## src/rtl/alu_seq.sv

```systemverilog
// alu_seq: registered ALU with valid/ready handshakes on both sides.
// Single-cycle ops finish one cycle after accept. Shifts move one bit per
// cycle. Opcode 1100 is an iterative shift-add multiplier when ALU_MUL_EN
// is defined; otherwise it is decoded as illegal.
module alu_seq #(
  parameter int WIDTH = 16
) (
  input  logic             clk,
  input  logic             rst_n,
  input  logic             in_valid,
  output logic             in_ready,
  input  logic [3:0]       oper,
  input  logic [WIDTH-1:0] a,
  input  logic [WIDTH-1:0] b,
  output logic             out_valid,
  input  logic             out_ready,
  output logic [WIDTH-1:0] alu_out,
  output logic             overflow,
  output logic             err,
  output logic             busy
);

  localparam int SHW = $clog2(WIDTH);
  localparam int CW  = SHW + 1;

  localparam logic [3:0] OP_ADD = 4'b0000;
  localparam logic [3:0] OP_SUB = 4'b0001;
  localparam logic [3:0] OP_AND = 4'b0010;
  localparam logic [3:0] OP_OR  = 4'b0011;
  localparam logic [3:0] OP_XOR = 4'b0100;
  localparam logic [3:0] OP_A   = 4'b0101;
  localparam logic [3:0] OP_B   = 4'b0110;
  localparam logic [3:0] OP_NEQ = 4'b0111;
  localparam logic [3:0] OP_NZ  = 4'b1000;
  localparam logic [3:0] OP_LT  = 4'b1001;
  localparam logic [3:0] OP_SHL = 4'b1010;
  localparam logic [3:0] OP_SHR = 4'b1011;
`ifdef ALU_MUL_EN
  localparam logic [3:0] OP_MUL = 4'b1100;
  localparam logic [CW-1:0] MUL_ITERS = CW'(WIDTH);
`endif

  typedef enum logic [1:0] {IDLE, BUSY, DONE} state_t;

  state_t           state_q, state_d;
  logic [3:0]       op_q;
  logic [WIDTH-1:0] a_q;
  logic [CW-1:0]    cnt_q;
  logic [WIDTH-1:0] res_q;
  logic             ovf_q;
  logic             err_q;

  logic [WIDTH-1:0] sum, diff, scRes, shifted;
  logic             scOvf, scErr, needsBusy, lastIter, accept;
  logic [SHW-1:0]   shiftAmt;

`ifdef ALU_MUL_EN
  logic [2*WIDTH-1:0] acc_q, accNext;
  logic [WIDTH:0]     partial;
`endif

  assign sum      = a + b;
  assign diff     = a - b;
  assign shiftAmt = b[SHW-1:0];
  assign accept   = (state_q == IDLE) && in_valid;
  assign lastIter = (cnt_q == CW'(1));
  assign shifted  = (op_q == OP_SHL) ? (a_q << 1) : (a_q >> 1);

  // Result of every op that completes in one cycle, straight from the inputs
  always_comb begin
    scRes = '0;
    scOvf = 1'b0;
    scErr = 1'b0;
    case (oper)
      OP_ADD: begin
        scRes = sum;
        scOvf = (a[WIDTH-1] == b[WIDTH-1]) && (sum[WIDTH-1] != a[WIDTH-1]);
      end
      OP_SUB: begin
        scRes = diff;
        scOvf = (a[WIDTH-1] != b[WIDTH-1]) && (diff[WIDTH-1] != a[WIDTH-1]);
      end
      OP_AND:         scRes = a & b;
      OP_OR:          scRes = a | b;
      OP_XOR:         scRes = a ^ b;
      OP_A:           scRes = a;
      OP_B:           scRes = b;
      OP_NEQ:         scRes = {{(WIDTH-1){1'b0}}, (a != b)};
      OP_NZ:          scRes = {{(WIDTH-1){1'b0}}, (a != '0)};
      OP_LT:          scRes = {{(WIDTH-1){1'b0}}, (b < a)};
      OP_SHL, OP_SHR: scRes = a;
      default:        scErr = 1'b1;
    endcase
  end

  // Decide whether the accepted op needs the multi-cycle BUSY phase
  always_comb begin
    needsBusy = ((oper == OP_SHL) || (oper == OP_SHR)) && (shiftAmt != '0);
`ifdef ALU_MUL_EN
    if (oper == OP_MUL) needsBusy = 1'b1;
`endif
  end

`ifdef ALU_MUL_EN
  // One shift-add step: multiplier sits in the low half and drains out LSB first
  always_comb begin
    partial = {1'b0, acc_q[2*WIDTH-1:WIDTH]} + (acc_q[0] ? {1'b0, a_q} : '0);
    accNext = {partial, acc_q[WIDTH-1:1]};
  end
`endif

  // State register
  always_ff @(posedge clk) begin
    if (!rst_n) state_q <= IDLE;
    else        state_q <= state_d;
  end

  // Next-state logic
  always_comb begin
    state_d = state_q;
    case (state_q)
      IDLE:    if (in_valid) state_d = needsBusy ? BUSY : DONE;
      BUSY:    if (lastIter) state_d = DONE;
      DONE:    if (out_ready) state_d = IDLE;
      default: state_d = IDLE;
    endcase
  end

  // Handshake and status outputs decoded from the state
  always_comb begin
    in_ready  = (state_q == IDLE);
    busy      = (state_q == BUSY);
    out_valid = (state_q == DONE);
  end

  assign alu_out  = res_q;
  assign overflow = ovf_q;
  assign err      = err_q;

  // Operand capture, iteration and result registers
  always_ff @(posedge clk) begin
    if (!rst_n) begin
      op_q  <= '0;
      a_q   <= '0;
      cnt_q <= '0;
      res_q <= '0;
      ovf_q <= 1'b0;
      err_q <= 1'b0;
`ifdef ALU_MUL_EN
      acc_q <= '0;
`endif
    end else if (accept) begin
      op_q  <= oper;
      a_q   <= a;
      cnt_q <= {1'b0, shiftAmt};
`ifdef ALU_MUL_EN
      acc_q <= {{WIDTH{1'b0}}, b};
      if (oper == OP_MUL) cnt_q <= MUL_ITERS;
`endif
      if (needsBusy) begin
        ovf_q <= 1'b0;
        err_q <= 1'b0;
      end else begin
        res_q <= scRes;
        ovf_q <= scOvf;
        err_q <= scErr;
      end
    end else if (state_q == BUSY) begin
      cnt_q <= cnt_q - CW'(1);
`ifdef ALU_MUL_EN
      if (op_q == OP_MUL) begin
        acc_q <= accNext;
        if (lastIter) begin
          res_q <= accNext[WIDTH-1:0];
          ovf_q <= |accNext[2*WIDTH-1:WIDTH];
        end
      end else
`endif
      begin
        a_q <= shifted;
        if (lastIter) res_q <= shifted;
      end
    end
  end

endmodule

```

## config.mk

```make
export PLATFORM = sky130hd
export DESIGN_NAME = alu_seq
export DESIGN_NICKNAME = d
export VERILOG_FILES = /design/src/rtl/alu_seq.sv
export SDC_FILE = /design/constraint.sdc
export NUM_CORES = 1
export LEC_CHECK = 0
export ABC_AREA = 1
export BUFFER_PORTS_ARGS = -buffer_cell sky130_fd_sc_hd__buf_2
export CORE_ASPECT_RATIO = 1.75
export CORE_MARGIN = 10
export CORE_UTILIZATION = 42
export CTS_BUF_LIST = sky130_fd_sc_hd__clkbuf_4 sky130_fd_sc_hd__clkbuf_8 sky130_fd_sc_hd__clkbuf_16
export DETAILED_ROUTE_END_ITERATION = 8
export PLACE_DENSITY = 0.66
export RECOVER_POWER = 100
export SLEW_MARGIN = 20
export SYNTH_ARGS = -nofsm -noshare
export SYNTH_HDL_FRONTEND = slang
export SYNTH_SLANG_ARGS = --single-unit
```

## constraint.sdc

```tcl
create_clock -name clk -period 1.9 [get_ports clk]
set_input_delay 0.285 -clock clk [delete_from_list [all_inputs] [get_ports clk]]
set_output_delay 0.285 -clock clk [all_outputs]
set_load 0.005 [all_outputs]
```

==> key figures, run 1 <==
Yosys
  • Avg Cell Area, Syn: 5.90 µm²
  • Most used DFF post-synth: dfxtp_1
  • Post-Synthesis Cells: 857
  • Syn Std Cell Area: 5060 µm²
  • Synth cell types: 45
  • Yosys warns: 0
  • Post-synth EDFFs: 0
  • Ys async rst share: 0%
  • Syn nets: 954
  • #FFs+latches synth: 45
  • Seq/Total Area, Yosys: 17.8%

STA
  • Skew final: 0.00961 ns
  • Slew Limit Fails: 0
  • Crit share post-route: 96.0%
  • Fin. Hold Viols: 0
  • Final min period: 1.82 ns
  • Least-Margin Pin Slew: 0.494 ns
  • Peak Freq: 548 MHz
  • Slew margin rel.: 66.9%
  • Endpoints failing setup: 0

Min path
  • Hold path startpoint: oper[3]
  • Hold depth: 3
  • Worst Hold Endpoint: op_q[3]
  • Worst min path class: input pin to flip-flop

Power and ir drop
  • Net Sw Frac: 36.8%
  • Psw: 0.00137 W
  • Worst IR drop on VDD: 0.330 mV
  • P_leak: 3.59 nW
  • Clock share of power: 27.2%
  • Combinational fraction of design power: 43.7%
  • Sequential share of power: 29.0%
  • Power Density: 537 nW/µm²
  • Pint: 0.00236 W

Floorplanning
  • Initial Util: 42.4%
  • Site row count: 53
  • Core area: 11900 µm²
  • Die Span Y: 165 µm
  • Die X: 103 µm
  • DIE AREA: 17000 µm²
  • Boundary Pins: 61

Worst setup path
  • Crit path launch type: input pin
  • CP Capture Type: flip-flop
  • Critical path class: input pin to flip-flop
  • Max stage delay on crit path: 0.38 ns
  • Crit-path cells: buf_2, ha_1, fa_1, nand2_1, nand2_1, and2_1, xor2_1, o21ai_0, o21ai_1, buf_4, a21oi_1
  • Worst path arrival time: 2.05 ns
  • Cell family with most CP delay: adder cells
  • Depth of the most critical reg-to-reg path: 9
  • Buf+Inv Stages, Crit Path: 2
  • Max FO, Critical Path: 3
  • Slowest cell on the critical path: fa_1
  • Worst R2R Start: op_q[0]
  • FF-to-FF End: a_q[5]
  • Setup slack, reg-to-reg: 0.10 ns
  • Most used cell, CP: nand2_1
  • CP Data Required Time: 2.12 ns

GRT
  • Largest net degree at the start of global routing: 28
  • Initial antenna violation count: 0
  • Gr usage total: 22.5%
  • First-pass GRT wire length: 30400 µm
  • Total gr overflow: 0
  • Vias in the first global route: 6273

Final layout
  • Final Util: 58.3%
  • FILL cells: 1225
  • Layout area overhead: 37.6%
  • Fin cells: 1206
  • Nets: 1165
  • Antenna diodes: 0
  • Layout cells sized above 1: 24.6%
  • Most frequent cells in the layout: nand2_1 (205), buf_4 (165), inv_1 (122)
  • Most common cell after layout, fill and taps aside: nand2_1

CTS
  • Clock root buffer: clkbuf_16
  • Clock buffer count from CTS: 5
  • Clk sinks: 45
  • Clock-pin slew on the worst setup and hold paths: 0.07 ns
  • H-tree lvl count: 2
  • Clock Tree Buf Depth: 2
  • Clk_lat worst skew: 0.29 ns
  • CTS tree: built

Placed design
  • Routability Congestion: 0.990
  • Dpl cells: 1195
  • DP Wirelength: 16100 µm
  • PortBufs: 60

Run status
  • Run status: complete, no violations

Routing
  • DRT Wirelength: 19300 µm
  • DR WL/cell: 16.0 µm
  • Pre-antenna DRT Iters: 7
  • Antenna-violating nets left: 0
  • Number of remaining DRC errors: 0
  • Vias: 6477
  • Iteration-0 DRC Markers: 394
  • Vias per Instance: 5.37

Job
  • Max_cap viols: 0
-- cells in the mapped netlist (3+ instances only) --
cell | instances | share of area [%]
clkbuf_1 | 13 | 0.96
clkbuf_2 | 3 | 0.30
a211oi_1 | 8 | 1.2
nor2_2 | 3 | 0.37
a21oi_1 | 59 | 5.8
o21bai_1 | 3 | 0.45
nand4_1 | 14 | 1.7
o21ai_0 | 63 | 6.2
nand2_1 | 211 | 16
ha_1 | 55 | 14
nand3_1 | 70 | 6.9
o211ai_1 | 3 | 0.45
nor3_1 | 9 | 0.89
buf_2 | 9 | 0.89
o21ai_1 | 3 | 0.30
nor2_1 | 96 | 7.1
inv_1 | 124 | 9.2
dfxtp_1 | 45 | 18
o22ai_1 | 25 | 3.1
a31oi_1 | 9 | 1.1
-- state kept, by name, indices dropped and copies added, names as in the netlist --
name	count
a_q	16
alu_out	16
cnt_q	5
err	1
op_q	4
overflow	1
state_q	2
-- per-layer routing --
metal,part of all wire [%],GRT usage (%)
met2,51,40.4
met4,6.4,15.9
met5,0,0
met3,4.8,1.79
met1,37,23.8
-- cell type report --
cell class,instances,area [µm²],share of cell area [%]
well taps,137,171,2.46
multi-input cells,654,3590,51.5
flip-flops and latches,45,901,12.9
clock inverters,2,38.8,0.558
clock buffers,6,133,1.91
inverters,128,492,7.07
repair buffers,234,1640,23.5
-- how the worst max path moves through the flow --
stage          startpoint  slack [ns]          to  depth (start not counted)
6_report             a[0]        0.08  alu_out[4]                         11
2_1_floorplan        a[6]        0.07    overflow                         15
3_5_place_dp         a[0]       -0.25  alu_out[8]                         12
4_1_cts              a[0]        0.04  alu_out[8]                         12
5_1_grt              b[2]      -0.008    overflow                         14
3_3_place_gp         a[0]       -0.23  alu_out[8]                         12
-- cell families after synthesis --
kind of cell / count (synthesis) / synth area share [%]
AO/OA/AOI/OAI: 185 / 20.8
XOR/XNOR: 2 / 0.346
adder cells (fa/ha/maj): 57 / 14.4
buffers and inverters: 158 / 12.9
flip-flops: 45 / 17.8
AND/OR/NAND/NOR: 410 / 33.8
-- power groups by stage --
stage,logic [W],registers [W],clock network (W)
after detailed placement,0.00158,0.00110,0
after global placement,0.00157,0.00110,0
after global routing,0.00180,0.00109,0.00106
final,0.00163,0.00108,0.00102
after CTS,0.00159,0.00108,0.00101
after floorplan,0.000845,0.00109,0
-- metrics by stage --
step / setup WS, ns / instance area, µm² / setup TNS (ns) / hold slack, ns / power, W
after floorplan: 0.0741 / 5060 / 0 / 0.395 / 0.00193
after global placement: -0.229 / 6700 / -2.62 / 0.449 / 0.00267
after detailed placement: -0.252 / 6700 / -3.00 / 0.453 / 0.00268
after CTS: 0.0414 / 6870 / 0 / 0.241 / 0.00369
after global routing: -0.00787 / 6960 / -0.00787 / 0.261 / 0.00396
final: 0.0768 / 6960 / 0 / 0.241 / 0.00373
-- timing repair --
action                     CTS  global route
resized for setup            0            35
setup buffers                0             3
hold buffers                 0             0
setup endpoints to repair    0            15
hold endpoints to repair     0             0
-- worst register-to-register path: stages (launching register included) --
cell and delay [ns]:
dfxtp_1 0.31, inv_1 0.05, nand4_1 0.20, clkbuf_1 0.30, clkinvlp_4 0.23, buf_12 0.17
nor2_1 0.10, nor2_1 0.07, o21ai_0 0.14, a21oi_1 0.09
Note: power is estimated with default switching activity, not from simulation.
==> run 2: changes to the inputs <==
--- a/config.mk
+++ b/config.mk
@@ -8,7 +8,7 @@
 export ABC_AREA = 1
 export BUFFER_PORTS_ARGS = -buffer_cell sky130_fd_sc_hd__buf_2
 export CORE_ASPECT_RATIO = 1.75
-export CORE_MARGIN = 10
+export CORE_MARGIN = 1.5
 export CORE_UTILIZATION = 42
 export CTS_BUF_LIST = sky130_fd_sc_hd__clkbuf_4 sky130_fd_sc_hd__clkbuf_8 sky130_fd_sc_hd__clkbuf_16
 export DETAILED_ROUTE_END_ITERATION = 8
==> run 2 against run 1 <==
Against the previous run:
- sequential power hardly changed
- critical path depth is 3 higher
- routed wire length is 0.95% lower
- first-iteration DRC count is 10% lower
- global-route usage is 7.7 points higher
- power is 2.9% lower
- cell count is 0.50% lower
- sequential cell count stayed put
- combinational power hardly changed
- core utilization is 1.4 points higher
==> key figures, run 2 (same netlist as run 1, synthesis figures left out) <==
Worst setup path
  • CP Data Required Time: 2.08 ns (was 2.12 ns)
  • Critical path class: input pin to flip-flop (unchanged)
  • Worst R2R Start: cnt_q[1] (was op_q[0])
  • Crit-path cells: buf_2, inv_1, ha_2, buf_4, nand2_1, buf_4, nor2_1, nand2_1, nand3_1, nand2_1, nand3_1, nand3_2, nand2_1, a21oi_2 (was buf_2, ha_1, fa_1, nand2_1, nand2_1, and2_1, xor2_1, o21ai_0, o21ai_1, buf_4, a21oi_1)
  • Max FO, Critical Path: 6 (was 3)
  • Depth of the most critical reg-to-reg path: 9 (unchanged)
  • Slowest cell on the critical path: ha_2 (was fa_1)
  • Buf+Inv Stages, Crit Path: 4 (was 2)
  • Worst path arrival time: 1.98 ns (was 2.05 ns)
  • Crit path launch type: input pin (unchanged)
  • Cell family with most CP delay: simple AND/OR/NAND/NOR gates (was adder cells)
  • Max stage delay on crit path: 0.38 ns (about the same)
  • CP Capture Type: flip-flop (unchanged)
  • Most used cell, CP: nand2_1 (unchanged)
  • FF-to-FF End: alu_out[6] (was a_q[5])
  • Setup slack, reg-to-reg: 0.18 ns (was 0.10 ns)

Power and ir drop
  • Power Density: 522 nW/µm² (was 537 nW/µm²)
  • Worst IR drop on VDD: 0.417 mV (was 0.330 mV)
  • P_leak: 3.59 nW (about the same)

Min path
  • Hold depth: 4 (was 3)
  • Worst Hold Endpoint: state_q[1] (was op_q[3])
  • Worst min path class: input pin to flip-flop (unchanged)
  • Hold path startpoint: out_ready (was oper[3])

CTS
  • Post-CTS Hold Buffers: 0 (unchanged)
  • Clock buffer count from CTS: 5 (unchanged)
  • Clock Tree Buf Depth: 2 (unchanged)
  • Clk_lat worst skew: 0.29 ns (about the same)
  • CTS tree: built (unchanged)
  • H-tree lvl count: 2 (unchanged)
  • Post-CTS setup buffers: 0 (unchanged)
  • Clock root buffer: clkbuf_16 (unchanged)
  • Clk sinks: 45 (unchanged)
  • Clock-pin slew on the worst setup and hold paths: 0.06 ns (was 0.07 ns)
  • Post-cts sizing count: 0 (unchanged)

Floorplanning
  • Core area: 11600 µm² (was 11900 µm²)
  • Initial Util: 43.4% (was 42.4%)
  • Boundary Pins: 61 (unchanged)
  • DIE AREA: 12700 µm² (was 17000 µm²)
  • Die Span Y: 148 µm (was 165 µm)
  • Die X: 86.0 µm (was 103 µm)
  • Site row count: 52 (was 53)

Routing
  • DR WL/cell: 15.9 µm (was 16.0 µm)
  • DRT Wirelength: 19100 µm (was 19300 µm)
  • Pre-antenna DRT Iters: 6 (was 7)
  • Vias: 6414 (was 6477)
  • Number of remaining DRC errors: 0 (unchanged)
  • Vias per Instance: 5.35 (was 5.37)
  • Iteration-0 DRC Markers: 354 (was 394)
  • Antenna-violating nets left: 0 (unchanged)

Placed design
  • Dpl cells: 1192 (was 1195)
  • Routability Congestion: 1.02 (was 0.990)
  • PortBufs: 60 (unchanged)
  • DP Wirelength: 15600 µm (was 16100 µm)

Final layout
  • Most frequent cells in the layout: nand2_1 (207), buf_4 (163), inv_1 (125) (was nand2_1 (205), buf_4 (165), inv_1 (122))
  • Antenna diodes: 0 (unchanged)
  • Layout cells sized above 1: 25.4% (was 24.6%)
  • Fin cells: 1200 (was 1206)
  • Most common cell after layout, fill and taps aside: nand2_1 (unchanged)
  • Final Util: 59.6% (was 58.3%)
  • Layout area overhead: 37.3% (was 37.6%)
  • Nets: 1161 (was 1165)

STA
  • Least-Margin Pin Slew: 0.558 ns (was 0.494 ns)
  • Fin. Hold Viols: 0 (unchanged)
  • Slew margin rel.: 62.7% (was 66.9%)
  • Peak Freq: 556 MHz (was 548 MHz)
  • Final min period: 1.80 ns (was 1.82 ns)
  • WHS: 0.250 ns (was 0.241 ns)
  • Crit share post-route: 94.7% (was 96.0%)
  • Endpoints failing setup: 0 (unchanged)
  • Slew Limit Fails: 0 (unchanged)
  • Skew final: 0.00613 ns (was 0.00961 ns)

Job
  • Max_cap viols: 0 (unchanged)

Run status
  • Run status: complete, no violations (unchanged)

GRT
  • Largest net degree at the start of global routing: 28 (unchanged)
  • Initial antenna violation count: 0 (unchanged)
  • First-pass GRT wire length: 30300 µm (was 30400 µm)
  • Total gr overflow: 0 (unchanged)
  • Vias in the first global route: 6348 (was 6273)
  • Gr usage total: 30.2% (was 22.5%)
[run 2: cell count changes in the layout (fill, tap and decap cells not counted), moves of 4 or more]
cell and change:
a21oi_1 -5, ha_4 +4, ha_1 -5, clkbuf_1 -8, buf_2 +7, a21oi_2 +5
[run 2: final cells by class]
class | count | area, µm²
clock buffer | 5 | 125
clock inverter | 3 | 21.3
fill | 1183 | 4700
inverter | 128 | 488
multi-input combinational | 654 | 3650
sequential | 45 | 901
tap | 135 | 169
timing repair buffer | 230 | 1590
[run 2: worst register-to-register path, stage by stage (launching register included)]
cell and delay, ns:
dfxtp_1 0.31, inv_1 0.10, ha_1 0.16, nand3_1 0.08
o21ai_0 0.23, and3_1 0.24, buf_12 0.17, inv_8 0.08
nor2_1 0.14, a21oi_1 0.09
[run 2: how the worst max path moves through the flow]
stage	end	slack [ns]	from	cells after the start
2_1_floorplan	overflow	0.07	a[6]	15
3_3_place_gp	alu_out[14]	-0.21	a[9]	14
3_5_place_dp	alu_out[8]	-0.26	a[0]	12
4_1_cts	alu_out[8]	0.05	a[0]	12
5_1_grt	alu_out[10]	-0.05	a[0]	16
6_report	alu_out[12]	0.10	b[10]	14
[run 2: layer usage]
metal / GRT usage (%) / up-vias / share of wire, %
li1: - / 3217 / -
met4: 17.3 / 0 / 6.4
met2: 56.9 / 219 / 52
met1: 32.2 / 2896 / 38
met3: 2.50 / 82 / 3.9
met5: 0 / - / 0
[run 2: metrics by stage]
step / setup TNS (ns) / worst slack (ns) / power, W / instance area, µm²
after CTS: 0 / 0.0450 / 0.00357 / 6820
final: 0 / 0.101 / 0.00362 / 6950
after global placement: -2.19 / -0.214 / 0.00268 / 6680
after floorplan: 0 / 0.0741 / 0.00193 / 5060
after detailed placement: -2.74 / -0.257 / 0.00269 / 6680
after global routing: -0.131 / -0.0463 / 0.00386 / 6950
[run 2: power breakdown]
part	switching [W]	total (W)	leakage, nW	internal (W)
logic	0.000948	0.00166	3.15	0.000711
registers	0.0000548	0.00108	0.370	0.00103
clock network	0.000392	0.000882	0.0702	0.000490
total	0.00139	0.00362	3.59	0.00223
==> run 3: changes to the inputs <==
--- a/config.mk
+++ b/config.mk
@@ -9,10 +9,10 @@
 export BUFFER_PORTS_ARGS = -buffer_cell sky130_fd_sc_hd__buf_2
 export CORE_ASPECT_RATIO = 1.75
 export CORE_MARGIN = 1.5
-export CORE_UTILIZATION = 42
+export CORE_UTILIZATION = 45
 export CTS_BUF_LIST = sky130_fd_sc_hd__clkbuf_4 sky130_fd_sc_hd__clkbuf_8 sky130_fd_sc_hd__clkbuf_16
 export DETAILED_ROUTE_END_ITERATION = 8
-export PLACE_DENSITY = 0.66
+export PLACE_DENSITY = 0.7
 export RECOVER_POWER = 100
 export SLEW_MARGIN = 20
 export SYNTH_ARGS = -nofsm -noshare
==> run 3 against run 2 <==
Against the previous run:
- non-clock buffer count down 13
- largest power group unchanged
- first-iteration DRC count down 6.2%
- cell count is 1.3% lower
- die area shrank 6.5%
- combinational power decreased by 4%
- global-route usage is 0.59 points higher
- register-to-register slack about the same
- clock power shrank 3.1%
- design area shrank 2.3%
- maximum frequency rose by 2.0%
- via count grew 0.12%
- worst setup slack improved by 0.035 ns
==> key figures, run 3 (same netlist as run 1, synthesis figures left out) <==
Run status
  • Run status: complete, no violations (unchanged)

CTS
  • Clock Tree Buf Depth: 2 (unchanged)
  • Clock root buffer: clkbuf_16 (unchanged)
  • Clock-pin slew on the worst setup and hold paths: 0.06 ns (about the same)
  • Clock buffer count from CTS: 5 (unchanged)
  • Clk sinks: 45 (unchanged)
  • CTS tree: built (unchanged)
  • Clk_lat worst skew: 0.29 ns (about the same)
  • H-tree lvl count: 2 (unchanged)
  • Post-CTS Hold Buffers: 0 (unchanged)

Power and ir drop
  • P_leak: 3.53 nW (was 3.59 nW)
  • Worst IR drop on VDD: 0.599 mV (was 0.417 mV)
  • Combinational fraction of design power: 45.1% (was 45.8%)
  • Power Density: 520 nW/µm² (was 522 nW/µm²)
  • Clock share of power: 24.2% (was 24.3%)
  • Net Sw Frac: 37.8% (was 38.5%)
  • Psw: 0.00133 W (was 0.00139 W)
  • Pint: 0.00220 W (was 0.00223 W)
  • Sequential share of power: 30.7% (was 29.9%)

Final layout
  • Layout area overhead: 34.1% (was 37.3%)
  • Most common cell after layout, fill and taps aside: nand2_1 (unchanged)
  • FILL cells: 1102 (was 1183)
  • Antenna diodes: 0 (unchanged)
  • Layout cells sized above 1: 24.0% (was 25.4%)
  • Nets: 1148 (was 1161)
  • Most frequent cells in the layout: nand2_1 (209), buf_4 (152), inv_1 (122) (was nand2_1 (207), buf_4 (163), inv_1 (125))
  • Fin area: 6780 µm² (was 6950 µm²)

GRT
  • Total gr overflow: 0 (unchanged)
  • Initial antenna violation count: 0 (unchanged)
  • First-pass GRT wire length: 29200 µm (was 30300 µm)
  • Largest net degree at the start of global routing: 28 (unchanged)
  • Vias in the first global route: 6072 (was 6348)
  • Gr usage total: 30.8% (was 30.2%)

STA
  • Final setup TNS: 0 ns (unchanged)
  • Crit share post-route: 92.8% (was 94.7%)
  • Endpoints failing setup: 0 (unchanged)
  • Slew margin rel.: 70.3% (was 62.7%)
  • Fin. Hold Viols: 0 (unchanged)
  • Slew Limit Fails: 0 (unchanged)
  • Skew final: 0.00712 ns (was 0.00613 ns)
  • Least-Margin Pin Slew: 0.444 ns (was 0.558 ns)
  • Peak Freq: 567 MHz (was 556 MHz)
  • Final min period: 1.76 ns (was 1.80 ns)

Job
  • Max_cap viols: 0 (unchanged)

Placed design
  • DP Wirelength: 15200 µm (was 15600 µm)
  • PortBufs: 60 (unchanged)
  • Routability Congestion: 1.08 (was 1.02)
  • Cell Area, Placed: 6580 µm² (was 6680 µm²)

Routing
  • Antenna-violating nets left: 0 (unchanged)
  • Vias per Instance: 5.42 (was 5.35)
  • DRT Wirelength: 18600 µm (was 19100 µm)
  • DR WL/cell: 15.7 µm (was 15.9 µm)
  • Number of remaining DRC errors: 0 (unchanged)
  • Iteration-0 DRC Markers: 332 (was 354)
  • Pre-antenna DRT Iters: 5 (was 6)
  • Vias: 6422 (was 6414)

Floorplanning
  • DIE AREA: 11900 µm² (was 12700 µm²)
  • Die X: 83.1 µm (was 86.0 µm)
  • Site row count: 51 (was 52)
  • Die Span Y: 143 µm (was 148 µm)
  • Initial Util: 45.8% (was 43.4%)
  • Core area: 11000 µm² (was 11600 µm²)
  • Boundary Pins: 61 (unchanged)

Worst setup path
  • Max FO, Critical Path: 3 (was 6)
  • Crit path launch type: input pin (unchanged)
  • CP Capture Type: flip-flop (unchanged)
  • Worst path arrival time: 1.98 ns (about the same)
  • CP Data Required Time: 2.12 ns (was 2.08 ns)
  • Critical path class: input pin to flip-flop (unchanged)
  • Depth of the most critical reg-to-reg path: 8 (was 9)

Min path
  • Hold depth: 3 (was 4)
  • Worst min path class: input pin to flip-flop (unchanged)
[run 3: cell types whose count changed in the layout (fill, tap and decap cells not counted), sizes merged]
cell      delta
inv          -2
clkinvlp     -1
buf         -13
clkbuf       +1
clkinv       +2
[run 3: final timing paths]
kind	from	endpoint	slack (ns)
setup / recovery	a[0]	alu_out[8]	0.14
hold / removal	oper[3]	op_q[3]	0.25
hold reg to reg	cnt_q[4]	cnt_q[4]	0.47
setup reg to reg	state_q[0]	alu_out[2]	0.18
[run 3: metal layers]
layer	vias up	GRT usage, %	part of all wire, %
met4	0	17.8	5.6
met2	244	58.8	52
met1	2917	33.0	38
met3	64	2.20	4.1
met5	-	0	0
li1	3197	-	-
[run 3: power groups by stage]
stage / Combinational [W] / Sequential [W] / Clock, W
3_3_place_gp: 0.00153 / 0.00110 / 0
5_1_grt: 0.00176 / 0.00109 / 0.000903
2_1_floorplan: 0.000845 / 0.00109 / 0
4_1_cts: 0.00154 / 0.00108 / 0.000864
3_5_place_dp: 0.00153 / 0.00110 / 0
6_report: 0.00159 / 0.00108 / 0.000855
[run 3: cell type report]
type                    instances  area (µm²)  share of cell area, %
well taps                     132         165                   2.43
clock buffers                   6         133                   1.96
flip-flops and latches         45         901                   13.3
repair buffers                217        1500                   22.1
multi-input cells             654        3590                   53.0
clock inverters                 2        10.0                  0.148
inverters                     128         483                   7.12
[run 3: metrics by stage]
| step | util [%] | std cells | total power, W | hold slack (ns) | setup slack, ns |
|---|---|---|---|---|---|
| 2_1_floorplan | - | 857 | 0.00193 | 0.395 | 0.0741 |
| 3_3_place_gp | 59.6 | 1176 | 0.00263 | 0.446 | -0.312 |
| 3_5_place_dp | 59.6 | 1176 | 0.00264 | 0.457 | -0.293 |
| 4_1_cts | 60.9 | 1184 | 0.00349 | 0.256 | 0.0358 |
| 5_1_grt | 61.4 | 1184 | 0.00375 | 0.274 | -0.0191 |
| 6_report | 61.4 | 1184 | 0.00353 | 0.254 | 0.136 |
[run 3: worst max-delay path: stages]
cell     delay (ns)
buf_2          0.12
ha_1           0.22
fa_2           0.35
nand2_1        0.07
nand2_1        0.08
and2_1         0.21
a21oi_2        0.18
or2_2          0.13
nand3_1        0.05
nand3_1        0.09
nand2_1        0.08
a21oi_1        0.12
[run 3: timing repair]
action	CTS	global route
gates resized for setup	1	34
buffers inserted	0	0
setup endpoints to repair	1	12
